[src/rtl/uart_rx.sv]
// uart_rx: 8N1 serial receiver with a single-entry holding register.
// The rx pin is double-flopped into the clock domain. A small FSM finds the
// start bit, samples mid-bit, and shifts in eight data bits LSB first.
// Good bytes go to a valid/ready holding register. Framing and overrun errors
// are reported as one-cycle pulses.
module uart_rx #(
  parameter int clks_per_bit = 433  // bit period minus one; minimum 3
) (
  input  logic       clock,
  input  logic       reset,
  input  logic       rx,
  output logic [7:0] rx_data,
  output logic       rx_valid,
  input  logic       rx_ready,
  output logic       frame_err,
  output logic       overrun
);

  localparam int P  = clks_per_bit + 1;
  localparam int CW = $clog2(P);
  localparam logic [CW-1:0] CNT_LAST = CW'(clks_per_bit);
  localparam logic [CW-1:0] CNT_HALF = CW'(clks_per_bit / 2);

  typedef enum logic [2:0] {
    S_IDLE,
    S_START,
    S_DATA,
    S_STOP,
    S_BREAK
  } state_t;

  logic          r_s1;
  logic          r_s2;
  state_t        r_state;
  state_t        w_state_nxt;
  logic [CW-1:0] r_cnt;
  logic [CW-1:0] w_cnt_nxt;
  logic [2:0]    r_idx;
  logic [2:0]    w_idx_nxt;
  logic [7:0]    r_shift;
  logic [7:0]    w_shift_nxt;
  logic          w_good;
  logic          w_ferr;

  // Two-flop synchroniser on the asynchronous rx pin; idles high.
  // NOTE: sequential state uses non-blocking assignments so every flop
  // samples the pre-edge value of its neighbours (r_s2 gets the old r_s1).
  always_ff @(posedge clock) begin
    if (reset) begin
      r_s1 <= 1'b1;
      r_s2 <= 1'b1;
    end else begin
      r_s1 <= rx;
      r_s2 <= r_s1;
    end
  end

  // Receiver FSM state, bit counter, bit index and shift register.
  always_ff @(posedge clock) begin
    if (reset) begin
      r_state <= S_IDLE;
      r_cnt   <= '0;
      r_idx   <= '0;
      r_shift <= '0;
    end else begin
      r_state <= w_state_nxt;
      r_cnt   <= w_cnt_nxt;
      r_idx   <= w_idx_nxt;
      r_shift <= w_shift_nxt;
    end
  end

  // Next-state logic: start-bit qualification, mid-bit sampling, stop check.
  always_comb begin
    // NOTE: every signal written here gets a default first, so no path
    // through the case statement can leave one unassigned and infer a latch.
    w_state_nxt = r_state;
    w_cnt_nxt   = r_cnt;
    w_idx_nxt   = r_idx;
    w_shift_nxt = r_shift;
    w_good      = 1'b0;
    w_ferr      = 1'b0;
    case (r_state)
      S_IDLE: begin
        if (!r_s2) begin
          w_state_nxt = S_START;
          w_cnt_nxt   = '0;
        end
      end
      S_START: begin
        if (r_cnt == CNT_HALF) begin
          w_cnt_nxt = '0;
          w_idx_nxt = '0;
          // A start bit that has gone high again by mid-bit was a glitch.
          w_state_nxt = r_s2 ? S_IDLE : S_DATA;
        end else begin
          w_cnt_nxt = r_cnt + 1'b1;
        end
      end
      S_DATA: begin
        if (r_cnt == CNT_LAST) begin
          w_shift_nxt = {r_s2, r_shift[7:1]};
          w_cnt_nxt   = '0;
          w_idx_nxt   = r_idx + 1'b1;
          if (r_idx == 3'd7) begin
            w_state_nxt = S_STOP;
          end
        end else begin
          w_cnt_nxt = r_cnt + 1'b1;
        end
      end
      S_STOP: begin
        if (r_cnt == CNT_LAST) begin
          w_cnt_nxt = '0;
          if (r_s2) begin
            w_good      = 1'b1;
            w_state_nxt = S_IDLE;
          end else begin
            w_ferr      = 1'b1;
            w_state_nxt = S_BREAK;
          end
        end else begin
          w_cnt_nxt = r_cnt + 1'b1;
        end
      end
      S_BREAK: begin
        // Wait for the line to return high so a held-low line cannot retrigger.
        if (r_s2) begin
          w_state_nxt = S_IDLE;
        end
      end
      default: begin
        w_state_nxt = S_IDLE;
      end
    endcase
  end

  // Holding register with valid/ready handshake and registered error pulses.
  always_ff @(posedge clock) begin
    if (reset) begin
      rx_data   <= '0;
      rx_valid  <= 1'b0;
      frame_err <= 1'b0;
      overrun   <= 1'b0;
    end else begin
      frame_err <= w_ferr;
      overrun   <= 1'b0;
      if (w_good) begin
        // A drain in the same cycle frees the slot, so the load is lossless.
        if (!rx_valid || rx_ready) begin
          rx_data  <= r_shift;
          rx_valid <= 1'b1;
        end else begin
          overrun <= 1'b1;
        end
      end else if (rx_valid && rx_ready) begin
        rx_valid <= 1'b0;
      end
    end
  end

endmodule

[config.mk]
export PLATFORM = sky130hd
export DESIGN_NAME = uart_rx
export DESIGN_NICKNAME = d
export VERILOG_FILES = /design/src/rtl/uart_rx.sv
export SDC_FILE = /design/constraint.sdc
export NUM_CORES = 1
export LEC_CHECK = 0
export ABC_CLOCK_PERIOD_IN_PS = 4050
export CORE_MARGIN = 3
export CORE_UTILIZATION = 55
export CTS_CLUSTER_DIAMETER = 60
export CTS_CLUSTER_SIZE = 25
export DETAILED_ROUTE_END_ITERATION = 6
export PLACE_DENSITY = 0.74
export SLEW_MARGIN = 20
export SYNTH_ARGS = -nofsm -noshare
export SYNTH_HDL_FRONTEND = slang
export SYNTH_SLANG_ARGS = --single-unit
[constraint.sdc]
create_clock -name clock -period 4.05 [get_ports clock]
set_clock_uncertainty 0.1 [all_clocks]
set_input_delay 0.6075 -clock clock [delete_from_list [all_inputs] [get_ports clock]]
set_output_delay 0.6075 -clock clock [all_outputs]
set_load 0.1 [all_outputs]
==> results_dict.tcl <==
set metrics [dict create \
    slew_violations 0 \
    cp-start-kind "register" \
    ant_nets 0 \
    cts_tree "built" \
    drive_gt1_share_pct 7.000 \
    ios 15 \
    cts_root_buffer "clkbuf_4" \
    timing.setup.tns_ns 0 \
    r2r_slack_ns 1.74 \
    hp-start "r_s1" \
    clock-sinks 36 \
    synthesis.nets 198 \
    drt_first_pass_iters 4 \
    post-cts-setup-buffers 0 \
    grt_max_degree 37 \
    synth_cells 189 \
    finalHoldViolCount 0 \
    dpl_cell_area_sq_mm 0.001779 \
    fp.dieH_um 60.84 \
    dieArea_sq_mm 0.003702 \
    holdPathEnd "r_s2" \
    route.detailed.drc 0 \
    period_minus_slack_ns 2.582 \
    antenna_found_initial 0 \
    worstPathMaxFanout 2 \
    die_w_um 60.84 \
    cts_buffer_depth 2 \
    worstMarginPinSlew_ns 0.9756 \
    yosysWarnings 0 \
    ys_seq_elements 36 \
    p_per_area_mw_per_mm2 310.9 \
    fin_crit_sh_pct 63.76 \
    post_drt_wl_per_cell_um 14.77 \
    synth_seq_area_share_pct 43.57 \
    grt_pass1_wl_um 5526 \
    cp_num_buf_inv 1 \
    viasPerCell 6.100 \
    critPathRequiredTime_ns 3.34 \
    slowest_stage "clkdlybuf4s50_1" \
    path_clk_slew_ns 0.11 \
    cts-resized-gates 0 \
    post-dp-hpwl_um 2284 \
    syn2layout_area_growth_pct 10.82 \
    r2r_cells 6 \
    rsz0062_at_grt "no" \
    nFillCells 241 \
    insertedDiodeCount 0 \
    synth.distinct_cells 41 \
    synth-async-reset-ratio_pct 0 \
    clk_latency_ns 0.34 \
    synth_area_leaders "dfxtp_1, a21oi_1, mux2i_1, nand2_1, nand3_1" \
    yosysMostFrequentCell "dfxtp_1" \
    cp_slowest_stage_delay_ns 1.15 \
    vias 1409 \
    slew_headroom_pct 34.76 \
    end_kind "primary output" \
    leakagePower_nw 0.6049 \
    rows 19 \
    syn_area_per_cell_sq_um 8.752 \
    critPathTopFamily "buffers and inverters" \
    io_buffers 14 \
    crit_cells 1 \
    initial_utilization_pct 58.97 \
    crit_chain "clkdlybuf4s50_1" \
    r2r-end "r_state[0]" \
    r2r_start "r_cnt[1]" \
    nets 208 \
    fmax_mhz 387.2 \
    cp.arrival_ns 1.87 \
    hold_depth 1 \
    drtIter0Drc 70 \
    finalSetupViolations 0 \
    grt.total_usage_pct 20.01 \
    outcome "completed" \
    grt_overflow 0 \
    ys.flop_type "dfxtp_1" \
    synth_edf_count 0 \
    utilization_pct 65.34 \
    crit_type "reg -> out" \
    yosys.area.top_type "dfxtp_1" \
    final_area_sq_mm 0.001833 \
    hold_slack_ns 0.3380 \
    synth_top_area_share_pct 43.57 \
    syn-cell-area_sq_mm 0.001654 \
    synth_common_cells "dfxtp_1, nand2_1, a21oi_1" \
    first_global_vias 1239 \
    max_cap_viol_count 0 \
    hp-class "reg -> reg" \
    htree_num_levels 2 \
    core_region_area_sq_mm 0.002805 \
    startpoint "rx_data[6]" \
    place.gp.congestion 0.8190 \
    ctsHoldBuffers 0 \
    wirelength_um 3411 \
    numCtsBuffers 5 \
    ir_worst_vdd_mv 0.2485 \
]
==> per-stage QoR <==
stage / setup slack (ns) / std cells / power (mW)
2_1_floorplan: 2.125 / 189 / 0.3830
3_3_place_gp: 1.841 / 223 / 0.3891
3_5_place_dp: 1.794 / 223 / 0.3901
4_1_cts: 1.464 / 231 / 0.5757
5_1_grt: 1.428 / 231 / 0.5959
6_report: 1.468 / 231 / 0.5699
==> power by group <==
group	total (mW)	internal (mW)	switching, mW	leakage [nW]
Sequential	0.360	0.356	0.00393	0.291
Clock	0.188	0.0697	0.118	0.0295
Combinational	0.0222	0.00882	0.0134	0.285
==> flip-flops by register name (all words and copies together) (netlist names) <==
name       count
r_cnt          9
overrun        1
r_idx          3
rx_data        8
r_s1           1
r_state        3
r_shift        8
frame_err      1
r_s2           1
rx_valid       1
==> area by class of cell <==
cell class              count  area (sq um)  area share [%]
flip-flops and latches     36         720.7           39.32
inverters                   3         11.26          0.6143
clock inverters             1         8.758          0.4778
repair buffers             15         147.6           8.055
multi-input cells         138         860.8           46.96
clock buffers               7         45.04           2.457
well taps                  31         38.79           2.116
==> layer usage <==
layer / part of all wire [%] / track usage, %
met1: 47 / 25.13
met5: 0 / 0
met2: 48 / 30.84
met4: 1.9 / 9.288
met3: 3.4 / 6.809
==> cell usage in the layout (no fill, tap or decap), types with 2 or more instances in the layout <==
cell / Yosys / layout
dfxtp_1: 36 / 36
nand2_1: 22 / 22
a21oi_1: 21 / 21
nor2_1: 15 / 15
nand3_1: 15 / 15
clkdlybuf4s50_1: 0 / 14
mux2i_1: 9 / 9
o22ai_1: 6 / 6
nor3_1: 5 / 5
ha_1: 5 / 5
clkbuf_4: 0 / 5
inv_1: 3 / 3
a21o_1: 3 / 3
nor2b_1: 3 / 3
and2_1: 3 / 3
and4b_1: 2 / 2
and4_1: 2 / 2
a211oi_1: 2 / 2
o31a_1: 2 / 2
nor4_1: 2 / 2
or2_2: 2 / 2
clkbuf_1: 5 / 2
==> worst max path at each step <==
stage / slack [ns] / end
finish: 1.47 / rx_data[6]
CTS: 1.46 / rx_data[6]
floorplan: 2.13 / rx_data[0]
global placement: 1.84 / rx_data[6]
global route: 1.43 / rx_data[6]
detailed placement: 1.79 / r_state[0]
==> cell families after synthesis <==
logic type                 count (synthesis)  synth area share (%)
and+or+nand+nor                           81                 26.25
muxes                                      9                 5.447
adders and majority gates                  5                 3.782
buffers and inverters                     15                 4.387
AOI/OAI and AO/OA                         43                 16.57
DFF                                       36                 43.57
(Power assumes the default switching activity.)
